==> src/rtl/dt1_pkg.sv <==
// Shared types and constants for the dt1 instruction-fetch stage.
package dt1_pkg;
  localparam int XLEN = 32;
  localparam logic [XLEN-1:0] NOP_BUBBLE = 32'h0000_0000;
  localparam logic [XLEN-1:0] DEFAULT_RESET_PC = 32'h0000_0000;

  typedef struct packed {
    logic [XLEN-1:0] pc;
    logic [XLEN-1:0] instr;
  } fetch_entry_t;
endpackage

==> src/rtl/dt1_fetch_if.sv <==
// Instruction-memory request/response channel between fetch (master) and imem (slave).
interface dt1_fetch_if;
  import dt1_pkg::*;
  logic            imem_req_valid;
  logic            imem_req_ready;
  logic [XLEN-1:0] imem_addr;
  logic            imem_rsp_valid;
  logic [XLEN-1:0] imem_rsp_data;

  modport master (output imem_req_valid, imem_addr,
                  input  imem_req_ready, imem_rsp_valid, imem_rsp_data);
  modport slave  (input  imem_req_valid, imem_addr,
                  output imem_req_ready, imem_rsp_valid, imem_rsp_data);
endinterface

==> src/rtl/dt1_fetch_fifo.sv <==
// Small synchronous FIFO with clear; used for the tag queue and the response buffer.
module dt1_fetch_fifo #(
  parameter int WIDTH = 32,
  parameter int DEPTH = 2,
  localparam int AW = (DEPTH > 1) ? $clog2(DEPTH) : 1,
  localparam int CW = $clog2(DEPTH + 1)
) (
  input  logic             clk,
  input  logic             rst_n,
  input  logic             push,
  input  logic             pop,
  input  logic             clear,
  input  logic [WIDTH-1:0] din,
  output logic [WIDTH-1:0] dout,
  output logic [CW-1:0]    count,
  output logic             full,
  output logic             empty
);
  logic [DEPTH-1:0][WIDTH-1:0] mem;
  logic [AW-1:0] wr_ptr, rd_ptr;

  function automatic logic [AW-1:0] inc(input logic [AW-1:0] p);
    return (p == AW'(DEPTH - 1)) ? '0 : p + 1'b1;
  endfunction

  assign dout  = mem[rd_ptr];
  assign full  = (count == CW'(DEPTH));
  assign empty = (count == '0);

  always_ff @(posedge clk or negedge rst_n) begin
    if (!rst_n) begin
      mem    <= '0;
      wr_ptr <= '0;
      rd_ptr <= '0;
      count  <= '0;
    end else if (clear) begin
      wr_ptr <= '0;
      rd_ptr <= '0;
      count  <= '0;
    end else begin
      if (push) begin
        mem[wr_ptr] <= din;
        wr_ptr      <= inc(wr_ptr);
      end
      if (pop) rd_ptr <= inc(rd_ptr);
      count <= count + CW'(push) - CW'(pop);
    end
  end
endmodule

==> src/rtl/dt1_fetch.sv <==
// Fetch stage: owns PCF, issues credit-limited imem requests, drops wrong-path
// responses after a redirect and feeds the IF/ID register via buffer or bypass.
module dt1_fetch import dt1_pkg::*; #(
  parameter logic [XLEN-1:0] RESET_PC  = DEFAULT_RESET_PC,
  parameter int              BUF_DEPTH = 2
) (
  input  logic              clk,
  input  logic              reset_n,
  dt1_fetch_if.master       imem,
  input  logic              StallD,
  input  logic              FlushD,
  input  logic              PCSrcE,
  input  logic [XLEN-1:0]   PCTargetE,
  output logic [XLEN-1:0]   InstrD,
  output logic [XLEN-1:0]   PCD,
  output logic [XLEN-1:0]   PCPlus4D,
  output logic              ValidD
);
  localparam int CW = $clog2(BUF_DEPTH + 1);

  logic [XLEN-1:0] pcf, tag_pc;
  logic [CW-1:0]   outstanding, drop, tag_count, buf_count;
  logic [CW:0]     credit_used;
  logic            tag_full, tag_empty, buf_full, buf_empty;
  logic            accept, rsp_keep, load_en, pop_buf, bypass, push_buf, d_load;
  fetch_entry_t    rsp_entry, buf_head, d_next;

  // Credit covers words in flight plus words parked in the buffer, so the buffer cannot overflow.
  assign credit_used         = {1'b0, outstanding} + {1'b0, buf_count};
  assign imem.imem_req_valid = reset_n && !PCSrcE && (credit_used < (CW+1)'(BUF_DEPTH));
  assign imem.imem_addr      = {pcf[XLEN-1:2], 2'b00};
  assign accept              = imem.imem_req_valid && imem.imem_req_ready;

  assign rsp_keep  = imem.imem_rsp_valid && (drop == '0);
  assign rsp_entry = '{pc: tag_pc, instr: imem.imem_rsp_data};
  assign load_en   = !FlushD && !StallD;
  assign pop_buf   = load_en && !buf_empty;
  assign bypass    = load_en && buf_empty && rsp_keep;
  assign push_buf  = rsp_keep && !bypass && !PCSrcE;

  dt1_fetch_fifo #(.WIDTH(XLEN), .DEPTH(BUF_DEPTH)) u_tagq (
    .clk, .rst_n(reset_n),
    .push(accept), .pop(imem.imem_rsp_valid), .clear(1'b0),
    .din(imem.imem_addr), .dout(tag_pc),
    .count(tag_count), .full(tag_full), .empty(tag_empty)
  );

  dt1_fetch_fifo #(.WIDTH($bits(fetch_entry_t)), .DEPTH(BUF_DEPTH)) u_rspbuf (
    .clk, .rst_n(reset_n),
    .push(push_buf), .pop(pop_buf), .clear(PCSrcE),
    .din(rsp_entry), .dout(buf_head),
    .count(buf_count), .full(buf_full), .empty(buf_empty)
  );

  always_ff @(posedge clk or negedge reset_n) begin
    if (!reset_n) begin
      pcf         <= RESET_PC;
      outstanding <= '0;
      drop        <= '0;
    end else begin
      outstanding <= outstanding + CW'(accept) - CW'(imem.imem_rsp_valid);
      if (PCSrcE) begin
        pcf  <= {PCTargetE[XLEN-1:2], 2'b00};
        drop <= outstanding - CW'(imem.imem_rsp_valid);
      end else begin
        if (accept) pcf <= pcf + 32'd4;
        if (imem.imem_rsp_valid && (drop != '0)) drop <= drop - 1'b1;
      end
    end
  end

  // Older buffered words always go ahead of a word arriving this cycle.
  always_comb begin
    d_next = '{pc: '0, instr: NOP_BUBBLE};
    d_load = 1'b0;
    if (!buf_empty) begin
      d_next = buf_head;
      d_load = 1'b1;
    end else if (rsp_keep) begin
      d_next = rsp_entry;
      d_load = 1'b1;
    end
  end

  always_ff @(posedge clk or negedge reset_n) begin
    if (!reset_n) begin
      InstrD   <= NOP_BUBBLE;
      PCD      <= '0;
      PCPlus4D <= '0;
      ValidD   <= 1'b0;
    end else if (FlushD) begin
      InstrD   <= NOP_BUBBLE;
      PCD      <= '0;
      PCPlus4D <= '0;
      ValidD   <= 1'b0;
    end else if (!StallD) begin
      InstrD   <= d_next.instr;
      PCD      <= d_next.pc;
      PCPlus4D <= d_load ? d_next.pc + 32'd4 : '0;
      ValidD   <= d_load;
    end
  end

  always_ff @(posedge clk) begin
    if (reset_n) begin
      assert (!(push_buf && buf_full && !pop_buf));
      assert (!(accept && tag_full));
      assert (!(imem.imem_rsp_valid && tag_empty));
      assert (tag_count == outstanding);
      assert (drop <= outstanding);
    end
  end
endmodule

==> src/flat_wrapper.sv <==
// flat-port wrapper written by rule: the top's interface ports become plain ports
module dt1_fetch_flat import dt1_pkg::*;
#(
  parameter logic [XLEN-1:0] RESET_PC  = DEFAULT_RESET_PC,
  parameter int              BUF_DEPTH = 2
)
  (clk, reset_n, StallD, FlushD, PCSrcE, PCTargetE, InstrD, PCD, PCPlus4D, ValidD, imem_imem_req_valid, imem_imem_addr, imem_imem_req_ready, imem_imem_rsp_valid, imem_imem_rsp_data);
  dt1_fetch_if imem_i ();
  input  logic clk;
  input  logic reset_n;
  input  logic StallD;
  input  logic FlushD;
  input  logic PCSrcE;
  input  logic [XLEN-1:0] PCTargetE;
  output logic [XLEN-1:0] InstrD;
  output logic [XLEN-1:0] PCD;
  output logic [XLEN-1:0] PCPlus4D;
  output logic ValidD;
  output wire logic [$bits(imem_i.imem_req_valid)-1:0] imem_imem_req_valid;
  output wire logic [$bits(imem_i.imem_addr)-1:0] imem_imem_addr;
  input wire logic [$bits(imem_i.imem_req_ready)-1:0] imem_imem_req_ready;
  input wire logic [$bits(imem_i.imem_rsp_valid)-1:0] imem_imem_rsp_valid;
  input wire logic [$bits(imem_i.imem_rsp_data)-1:0] imem_imem_rsp_data;
  assign imem_imem_req_valid = imem_i.imem_req_valid;
  assign imem_imem_addr = imem_i.imem_addr;
  assign imem_i.imem_req_ready = imem_imem_req_ready;
  assign imem_i.imem_rsp_valid = imem_imem_rsp_valid;
  assign imem_i.imem_rsp_data = imem_imem_rsp_data;
  dt1_fetch #(.RESET_PC(RESET_PC), .BUF_DEPTH(BUF_DEPTH)) u_core (.clk(clk), .reset_n(reset_n), .imem(imem_i), .StallD(StallD), .FlushD(FlushD), .PCSrcE(PCSrcE), .PCTargetE(PCTargetE), .InstrD(InstrD), .PCD(PCD), .PCPlus4D(PCPlus4D), .ValidD(ValidD));
endmodule
==> config.mk <==
export PLATFORM = sky130hd
export DESIGN_NAME = dt1_fetch_flat
export DESIGN_NICKNAME = d
export VERILOG_FILES = /design/src/rtl/dt1_pkg.sv /design/src/rtl/dt1_fetch_if.sv /design/src/rtl/dt1_fetch_fifo.sv /design/src/rtl/dt1_fetch.sv /design/src/flat_wrapper.sv
export SDC_FILE = /design/constraint.sdc
export NUM_CORES = 1
export LEC_CHECK = 0
export CAP_MARGIN = 20
export CORE_MARGIN = 4
export CORE_UTILIZATION = 55
export DETAILED_ROUTE_END_ITERATION = 8
export MAX_ROUTING_LAYER = met4
export PLACE_DENSITY = 0.83
export SYNTH_ARGS = -nofsm -noshare
export SYNTH_HDL_FRONTEND = slang
export SYNTH_SLANG_ARGS = --single-unit
==> constraint.sdc <==
create_clock -name clk -period 4.27 [get_ports clk]
set_clock_uncertainty 0.05 [all_clocks]
set_input_delay 0.427 -clock clk [delete_from_list [all_inputs] [get_ports clk]]
set_output_delay 0.427 -clock clk [all_outputs]
set_load 0.05 [all_outputs]
# After elaboration in Yosys (flattened, before gate mapping)
# Index checks and enable logic that the tools add are counted.
dict set report word_totals {
  reg_bits 331
  out_inout_bits 130
}
dict set report classes {
  n_addsub 13
  order_cmp 7
  eq_ne 1
  muxes 36
  bitwise 1
  reduce_logical 26
}
# op count
set op_table {}
lappend op_table {{$mux W32} 12}
lappend op_table {{$mux W64} 5}
lappend op_table {{$bwmux W128} 1}
lappend op_table {{$add A32 B3 Y32 const B} 2}
lappend op_table {{$bwmux W64} 1}
lappend op_table {{$demux W64 S1} 1}
lappend op_table {{$demux W32 S1} 1}
lappend op_table {{$logic_and A1 B1 Y1} 13}
lappend op_table {{$mux W1} 12}
lappend op_table {{$reduce_bool A2 Y1} 5}
lappend op_table {{$lt A1 B2 Y1 const B} 4}
lappend op_table {{$mux W2} 3}
lappend op_table {{$sub A2 B1 Y2} 3}
lappend op_table {{$logic_not A1 Y1} 5}
lappend op_table {{$add A1 B1 Y1 const B} 4}
lappend op_table {{$add A2 B1 Y2} 2}
lappend op_table {{$logic_not A2 Y1} 2}
lappend op_table {{$add A2 B2 Y3} 1}
lappend op_table {{$lt A3 B2 Y1 const B} 1}
lappend op_table {{$ge A1 B1 Y1 const B} 2}
lappend op_table {{$ne A2 B1 Y1 const B} 1}
lappend op_table {{$reduce_and A2 Y1} 1}
lappend op_table {{$sub A2 B1 Y2 const B} 1}
lappend op_table {{$not A1 Y1} 1}

# Longest topological paths before layout
# Gate-level depths: netlist of the first run.
dict set report depth {
  ltp_word 10
  mapped_depth 14
}

# Cells and area by module
# From an unflattened synthesis of the first run, not the netlist that was laid out.
dict set report unflattened {
  cells_unflattened 1302
  area_unflattened_um2 15989.1
}
# module instances cells_per_inst area_per_inst_um2
set by_module_without_submodules {}
lappend by_module_without_submodules {dt1_fetch 1 753 6921.6}
lappend by_module_without_submodules {{dt1_fetch_fifo (u_core.u_rspbuf)} 1 360 6058.3}
lappend by_module_without_submodules {{dt1_fetch_fifo (u_core.u_tagq)} 1 189 3009.1}

# Least setup slack after synthesis of the first run
# OpenSTA, ideal clock, no wires.
dict set report synth_timing {
  path_kind {register to register}
  start {reg u_core.u_rspbuf.count[0]}
  end {reg u_core.PCPlus4D[26]}
  setup_ps 124
  arrival_ps 3027
  setup_slack_ps 1069
  path_stages_with_launch 14
  n_path_buf 4
  path_cell_list {dfrtp_1 -> nor2_1 -> clkbuf_1 -> clkbuf_1 -> clkbuf_1 -> a211oi_1 -> a21oi_1 -> and2_1 -> ha_1 -> o211ai_2 -> nor3_1 -> buf_2 -> a21oi_1 -> a211o_1}
}
dict set report synth_via {
  elab_chain_len 6
  elab_cells_between_ends 7
  cone_classes {add/sub (1); mux (5); reduce/logical (1)}
}
# element line
set synth_rtl {}
lappend synth_rtl {{start, declared} dt1_fetch_fifo.sv:15} ;# output logic [CW-1:0] count,
lappend synth_rtl {{start signal, assigned} dt1_fetch_fifo.sv:46} ;# count <= count + CW'(push) - CW'(pop);
lappend synth_rtl {{$logic_not A2 Y1 *} dt1_fetch_fifo.sv:28} ;# assign empty = (count == '0);
lappend synth_rtl {{$mux W64} dt1_fetch.sv:76} ;# if (!buf_empty) begin
lappend synth_rtl {{$add A32 B3 Y32} dt1_fetch.sv:99} ;# PCPlus4D <= d_load ? d_next.pc + 32'd4 : '0;
lappend synth_rtl {{$mux W32 *} dt1_fetch.sv:99}
lappend synth_rtl {{$mux W32 *} dt1_fetch.sv:96} ;# end else if (!StallD) begin
lappend synth_rtl {{$mux W32 *} dt1_fetch.sv:91} ;# end else if (FlushD) begin
lappend synth_rtl {{end signal, assigned} dt1_fetch.sv:99}
lappend synth_rtl {{end, declared} dt1_fetch.sv:16} ;# output logic [XLEN-1:0] PCPlus4D,
# Every way passes the cells marked *; elsewhere a longest branch is shown, timed or not. The select of a mux whose other input is x is not followed.
# A chain may end at the register's enable or synchronous reset.

# Worst setup path in the final report of the first run
dict set report layout_timing {
  start {reg u_core.u_tagq.rd_ptr}
  end {reg u_core.PCPlus4D[21]}
}
dict set report layout_via {
  elab_chain_len 8
}
# element line
set layout_rtl {}
lappend layout_rtl {{start, declared} dt1_fetch_fifo.sv:20} ;# logic [AW-1:0] wr_ptr, rd_ptr;
lappend layout_rtl {{start signal, assigned} dt1_fetch_fifo.sv:45} ;# if (pop) rd_ptr <= inc(rd_ptr);
lappend layout_rtl {{$mux W32 (not written as such) (2 in a row)} dt1_fetch_fifo.sv:26} ;# assign dout = mem[rd_ptr];
lappend layout_rtl {{$mux W64} dt1_fetch.sv:79} ;# end else if (rsp_keep) begin
lappend layout_rtl {{$mux W64} dt1_fetch.sv:76}
lappend layout_rtl {{$add A32 B3 Y32} dt1_fetch.sv:99}
lappend layout_rtl {{$mux W32} dt1_fetch.sv:99}
lappend layout_rtl {{$mux W32} dt1_fetch.sv:96}
lappend layout_rtl {{$mux W32} dt1_fetch.sv:91}
# No other way between the ends. The select of a mux whose other input is x is not followed.

==> results.sh, run 1 <==
export IMPL_synth_seq_cells=317
export IMPL_syn_avg_cell_area_um2=11.04
export IMPL_clk_latency_ps=500
export IMPL_netlist_area_mm2=0.01453
export IMPL_most_common_layout_cells="dfrtp_1, clkdlybuf4s50_1, nor2_1"
export IMPL_grt_ovfl_total=0
export IMPL_die_y_um=170.6
export IMPL_setup_viol=0
export IMPL_rows=59
export IMPL_portBuffers=192
export IMPL_power_frac_seq=0.428
export IMPL_gp_congestion=0.8837
export IMPL_synth_cells=1316
export IMPL_clockPowerShare=0.273
export IMPL_clockBufferDepth=3
export IMPL_stdcell_count=1844
export IMPL_ff2ff_setup_slack_ps=680
export IMPL_coreArea_mm2=0.02606
export IMPL_syn_to_final_growth_pct=23.07
export IMPL_diodes=0
export IMPL_crit_arrival_ps=3930
export IMPL_drv_cap=0
export IMPL_ant_nets=0
export IMPL_yosysWarnings=0
export IMPL_synth_compound_area_frac=0.1254
export IMPL_hpwl_um=23740
export IMPL_htreeDepth=2
export IMPL_clkSinkCount=317
export IMPL_muxShareOfSynthArea=0.1602
export IMPL_worstPathRequired_ps=4620
export IMPL_place_inst=1781
export IMPL_worstPathCellList="mux2i_1 > o22ai_1 > o211ai_1 > nor3_2 > nand4_1 > a32o_1"
export IMPL_status="completed"
export IMPL_yosysUniqueCellTypes=68
export IMPL_dr_pass1_iters=5
export IMPL_p_sw_frac=0.3416
export IMPL_critPathTopFamily="compound AO/OA/AOI/OAI gates"
export IMPL_final_common_cell="dfrtp_1"
export IMPL_async_flop_share=1.000
export IMPL_worstSetupPathType="flip-flop to flip-flop"
export IMPL_crit_buf_inv=0
export IMPL_final_hold_viol_count=0
export IMPL_setup_tns_ps=0
export IMPL_synth_simple_area_share=0.1117
export IMPL_max_stage_delay_ps=1030
export IMPL_grt_max_degree=93
export IMPL_ios=201
export IMPL_clk_pin_slew_ps=60
export IMPL_nets=1563
export IMPL_synth_adder_area_share=0.007404
export IMPL_period_needed_ps=3587
export IMPL_grt_pass1_vias=11080
export IMPL_hp_class="input port to async pin"
export IMPL_cts_root_buf="clkbuf_16"
export IMPL_final_period_utilization=0.8400
export IMPL_wl_um=35930
export IMPL_worst_pin_slew_ps=1042
export IMPL_finalPower_mw=10.85
export IMPL_p_leak_nw=7.668
export IMPL_die_area_mm2=0.02909
export IMPL_p_comb_frac=0.299
export IMPL_cp_slowest_cell="dfrtp_1"
export IMPL_drtIter0Drc=1277
export IMPL_cts_repair_resized=0
export IMPL_cts_buffers=34
export IMPL_path_max_fanout=21
export IMPL_cts_tree="done"
export IMPL_wl_per_cell_um=19.48
export IMPL_rsz0062_at_grt="false"
export IMPL_synth_top_family_by_area="multiplexers"
export IMPL_grt_total_usage=0.2513
export IMPL_start_util=0.5577
export IMPL_fill_cells=1896
export IMPL_grt_pass1_wl_um=58050
export IMPL_slew_viol_final=0
export IMPL_synth_ff_type="dfrtp_1"
export IMPL_slew_headroom=0.3056
export IMPL_cp_start_kind="flip-flop"
export IMPL_powerDensity_mw_per_mm2=606.4
export IMPL_end_kind="flip-flop"
export IMPL_num_vias=11090
export IMPL_synth_edf_count=0
export IMPL_p_switching_mw=3.705
export IMPL_antenna_found_initial=1
export IMPL_die_w_um=170.6
export IMPL_layout_drive_gt1_share=0.1471
export IMPL_fmax_mhz=278.8
export IMPL_power_internal_mw=7.142
export IMPL_post_route_drc_count=0
export IMPL_synth_yosys_seq_area_share=0.5458
export IMPL_synth_xor_area_frac=0.01386
export IMPL_whs_ps=383.7
export IMPL_vdd_drop_max_uv=324.3
export IMPL_via_per_inst=6.016
[cell families after synthesis]
kind of cell | count (synthesis)
other cells | 1
compound gates | 275
buf+inv | 114
flops | 317
mux | 218
xor+xnor | 23
fa+ha+maj | 8
simple gates | 360
[power groups by stage]
stage / Sequential [mW] / Clock [mW] / Combinational, mW
3_3_place_gp: 4.58 / 0 / 3.08
2_1_floorplan: 4.82 / 0 / 1.99
3_5_place_dp: 4.67 / 0 / 3.19
5_1_grt: 4.76 / 3.13 / 3.52
4_1_cts: 4.63 / 3.00 / 3.23
6_report: 4.64 / 2.97 / 3.24
[worst paths after layout]
path,start,endpoint,depth (start not counted)
worst max-delay path,u_core.u_tagq.rd_ptr$_DFFE_PN0P_,u_core.PCPlus4D[21]$_DFFE_PN0P_,6
worst min-delay path,reset_n,u_core.u_rspbuf.mem[95]$_DFFE_PN0P_,2
worst max register to register,u_core.u_tagq.rd_ptr$_DFFE_PN0P_,u_core.PCPlus4D[21]$_DFFE_PN0P_,6
worst min register to register,u_core.PCPlus4D[11]$_DFFE_PN0P_,u_core.PCPlus4D[11]$_DFFE_PN0P_,2
max in group asynchronous,reset_n,u_core.PCPlus4D[11]$_DFFE_PN0P_,4
min in group clk,u_core.PCPlus4D[11]$_DFFE_PN0P_,u_core.PCPlus4D[11]$_DFFE_PN0P_,2
[cell usage after synthesis (4+ instances only)]
library cell	count	area (µm²)
o22ai_1	26	162.7
a31oi_1	4	25.02
xor2_1	6	52.55
buf_1	14	52.55
buf_4	14	105.1
ha_1	7	87.58
clkbuf_1	44	165.2
a211o_1	5	43.79
o211ai_1	4	30.03
a32o_1	4	40.04
nor2b_1	6	37.54
nor3_1	23	115.1
inv_1	19	71.32
a31o_2	4	35.03
xnor2_1	17	148.9
mux2_2	117	1318
a221o_1	38	380.4
mux2i_1	101	1011
dfrtp_1	317	7933
nor4_1	8	50.05
o22a_1	4	35.03
a22o_1	4	35.03
o21ai_0	52	260.3
a21oi_1	97	485.5
and3_1	6	37.54
nand3_1	17	85.08
buf_2	19	95.09
nor2_1	148	555.5
nand2_1	112	420.4
nand4_1	11	68.82
o311ai_0	10	87.58
[metrics by stage]
| step | instance area [µm²] | util | worst slack, ps |
|---|---|---|---|
| floorplan | 14550 | - | 1069 |
| global placement | 16720 | 0.6416 | 615.8 |
| detailed placement | 16720 | 0.6416 | 515.3 |
| CTS | 17860 | 0.6854 | 728.3 |
| global route | 17890 | 0.6864 | 383.2 |
| finish | 17890 | 0.6864 | 683.2 |
[sequential cells by signal, summed over array words and instances, names as in the netlist]
signal	flops
u_core.u_rspbuf.mem	124
u_core.u_tagq.mem	60
u_core.InstrD	32
u_core.PCD	30
u_core.PCPlus4D	30
u_core.pcf	30
u_core.drop	2
u_core.outstanding	2
u_core.u_rspbuf.count	2
u_core.ValidD	1
u_core.u_rspbuf.rd_ptr	1
u_core.u_rspbuf.wr_ptr	1
u_core.u_tagq.rd_ptr	1
u_core.u_tagq.wr_ptr	1
[routing by layer]
metal / part of all wire / GRT usage / wire (µm) / up-vias
li1: - / - / - / 5057
met2: 0.47 / 0.3793 / 16810 / 412
met4: 0.020 / 0.05764 / 732 / 0
met5: 0 / - / 0 / -
met3: 0.060 / 0.03628 / 2138 / 66
met1: 0.45 / 0.3670 / 16250 / 5559
[area by class of cell]
cell class	count	area, µm²	area share
Sequential cell	317	7936	0.4437
Multi-Input combinational cell	890	6143	0.3435
Timing Repair Buffer	220	2180	0.1219
Clock buffer	50	992.2	0.05547
Inverter	21	78.83	0.004407
Tap cell	335	419.2	0.02343
Clock inverter	11	137.6	0.007694
[worst register-to-register path, delay by kind of cell, from the launching register on]
kind | cells | cell delay, ps
AOI/OAI and AO/OA | 3 | 1210
DFF | 1 | 1030
and+or+nand+nor | 2 | 860
muxes | 1 | 340
[what timing repair did]
action | 4_1_cts | 5_1_grt
hold buffers | 1 | 0
buffers inserted | 0 | 0
setup endpoints to repair | 0 | 0
hold endpoints to repair | 45 | 0
No activity file was read; power rests on OpenSTA's default activity.
==> run 2, diff against run 1 <==
CORE_UTILIZATION = 50   (was 55)
PLACE_DENSITY = 0.8   (was 0.83)
clock period = 3.2 ns   (was 4.27 ns; I/O delays follow)
==> run 2 against run 1 <==
Net effect: flip-flop and latch count did not move; global-route usage fell by 2.4 points; critical path depth stayed put; combinational power increased by 38%.
==> results.sh, run 2 (synthesized netlist as in run 1, its figures left out) <==
export IMPL_diodes=0
export IMPL_setup_viol=0
export IMPL_reg2reg_depth=6
export IMPL_layout_drive_gt1_share=0.1580
export IMPL_multi_input_area_mm2=0.006146
export IMPL_syn_to_final_growth_pct=24.58
export IMPL_grt_pass1_wl_um=57410
export IMPL_cp_endpoint="u_core.pcf[28]$_DFFE_PN0P_"
export IMPL_cp_start_kind="flip-flop"
export IMPL_vdd_drop_max_uv=428.4
export IMPL_grt_ovfl_total=0
export IMPL_rsz0062_at_grt="false"
export IMPL_p_leak_nw=7.753
export IMPL_dr_pass1_iters=5
export IMPL_ff2ff_setup_slack_ps=270
export IMPL_post_route_drc_count=0
export IMPL_ios=201
export IMPL_cts_buffers=34
export IMPL_reg_top3="u_core.u_rspbuf.mem (124), u_core.u_tagq.mem (60), u_core.InstrD (32)"
export IMPL_end_kind="flip-flop"
export IMPL_coreArea_mm2=0.02870
export IMPL_ant_nets=0
export IMPL_start_util=0.5064
export IMPL_gp_congestion=0.8691
export IMPL_die_y_um=178.5
export IMPL_timing_rr_end="u_core.pcf[28]$_DFFE_PN0P_"
export IMPL_largest_reg_flops=124
export IMPL_rows=62
export IMPL_cts_tree="done"
export IMPL_max_stage_delay_ps=600
export IMPL_powerDensity_mw_per_mm2=796.7
export IMPL_fmax_mhz=340.9
export IMPL_num_vias=11090
export IMPL_path_max_fanout=8
export IMPL_largest_register="u_core.u_rspbuf.mem"
export IMPL_period_needed_ps=2934
export IMPL_clk_latency_ps=500
export IMPL_postLayoutCoreUtil=0.6308
export IMPL_clkSinkCount=317
export IMPL_most_common_layout_cells="dfrtp_1, clkdlybuf4s50_1, nor2_1"
export IMPL_via_per_inst=5.807
export IMPL_drtIter0Drc=866
export IMPL_grt_total_usage=0.2276
export IMPL_clk_pin_slew_ps=60
export IMPL_die_w_um=178.5
export IMPL_cp_slowest_cell="or4_4"
export IMPL_placed_cell_area_mm2=0.01701
export IMPL_status="completed"
export IMPL_cts_root_buf="clkbuf_16"
export IMPL_worstPathRequired_ps=3520
export IMPL_portBuffers=192
export IMPL_crit_arrival_ps=3250
export IMPL_drv_cap=0
export IMPL_wl_um=35930
export IMPL_setup_tns_ps=0
export IMPL_hpwl_um=23880
export IMPL_clockBufferDepth=3
export IMPL_slew_headroom=0.3763
export IMPL_fill_cells=2236
export IMPL_worstPathCellList="ha_1 > nand3_1 > or4_4 > nor4_4 > or4b_1 > a221o_1"
export IMPL_grt_max_degree=160
export IMPL_final_common_cell="dfrtp_1"
export IMPL_rr_startpoint="u_core.pcf[2]$_DFFE_PN0P_"
export IMPL_final_period_utilization=0.9167
export IMPL_htreeDepth=2
export IMPL_nets=1582
export IMPL_worstSetupPathType="flip-flop to flip-flop"
export IMPL_crit_start="u_core.pcf[2]$_DFFE_PN0P_"
export IMPL_hp_class="input port to flip-flop"
export IMPL_die_area_mm2=0.03186
export IMPL_grt_pass1_vias=10960
export IMPL_final_hold_viol_count=0
export IMPL_antenna_found_initial=0
export IMPL_worst_pin_slew_ps=935.5
export IMPL_register_area_mm2=0.007936
export IMPL_slew_viol_final=0
export IMPL_stdcell_area_mm2=0.01811
export IMPL_wl_per_cell_um=18.82
[run 2: cell count changes in the layout (fill, tap and decap cells not counted), sizes merged]
cell | before | now
buf | 29 | 48
bufinv | 3 | 2
clkinvlp | 0 | 2
clkbuf | 50 | 47
inv | 22 | 21
[run 2: how the worst min path moves through the flow]
stage / startpoint / end / slack (ps) / cells after the start
4_1_cts: PCTargetE[30] / u_core.pcf[30]$_DFFE_PN0P_ / 310 / 3
5_1_grt: PCTargetE[30] / u_core.pcf[30]$_DFFE_PN0P_ / 330 / 3
2_1_floorplan: reset_n / u_core.InstrD[0]$_DFFE_PN0P_ / -30 / 0
3_5_place_dp: u_core.PCPlus4D[5]$_DFFE_PN0P_ / u_core.PCPlus4D[5]$_DFFE_PN0P_ / 420 / 2
6_report: PCTargetE[30] / u_core.pcf[30]$_DFFE_PN0P_ / 330 / 3
3_3_place_gp: u_core.u_tagq.mem[59]$_DFFE_PN0P_ / u_core.u_tagq.mem[59]$_DFFE_PN0P_ / 410 / 2
[run 2: timing repair]
item / CTS / global route
hold buffers: 1 / 0
hold endpoints to repair: 37 / 0
gates resized for setup: 0 / 1
endpoints found under the setup margin: 0 / 6
buffers inserted: 0 / 0
[run 2: critical path: cells and delay by family (launching register included)]
kind	cells	cell delay [ps]
flip-flops	1	530
AO/OA/AOI/OAI	1	320
AND/OR/NAND/NOR	4	1620
adder cells (fa/ha/maj)	1	280
[run 2: metrics by stage]
step | hold slack [ps] | worst slack, ps | cells | total power, mW
3_5_place_dp | 419.4 | 218.7 | 1850 | 10.61
4_1_cts | 307.6 | 131.1 | 1909 | 14.50
6_report | 325.3 | 266.5 | 1909 | 14.42
3_3_place_gp | 410.1 | 262.1 | 1850 | 10.35
5_1_grt | 327.6 | 85.05 | 1909 | 15.23
2_1_floorplan | -25.59 | 71.47 | 1321 | 9.087
[run 2: cell type report]
cell class	instances	share of cell area
Timing Repair Buffer	239	0.1314
Sequential cell	317	0.4383
Tap cell	384	0.02654
Clock buffer	47	0.05362
Multi-Input combinational cell	890	0.3394
Clock inverter	11	0.006288
Inverter	21	0.004354
[run 2: power by group]
group | switching [mW] | internal [mW] | leakage, nW | total [mW]
clock | 1.55 | 2.28 | 0.532 | 3.83
sequential | 0.828 | 5.29 | 4.11 | 6.12
combinational | 2.55 | 1.93 | 3.11 | 4.47
total | 4.92 | 9.50 | 7.75 | 14.4
[run 2: routing by layer]
metal  vias to the layer above  wire (µm)  GRT usage
li1                       5100          -          -
met1                      5574      16660     0.3331
met2                       365      16670     0.3416
met3                        47       1956    0.03158
met4                         0        643    0.05181
met5                         -          0          -
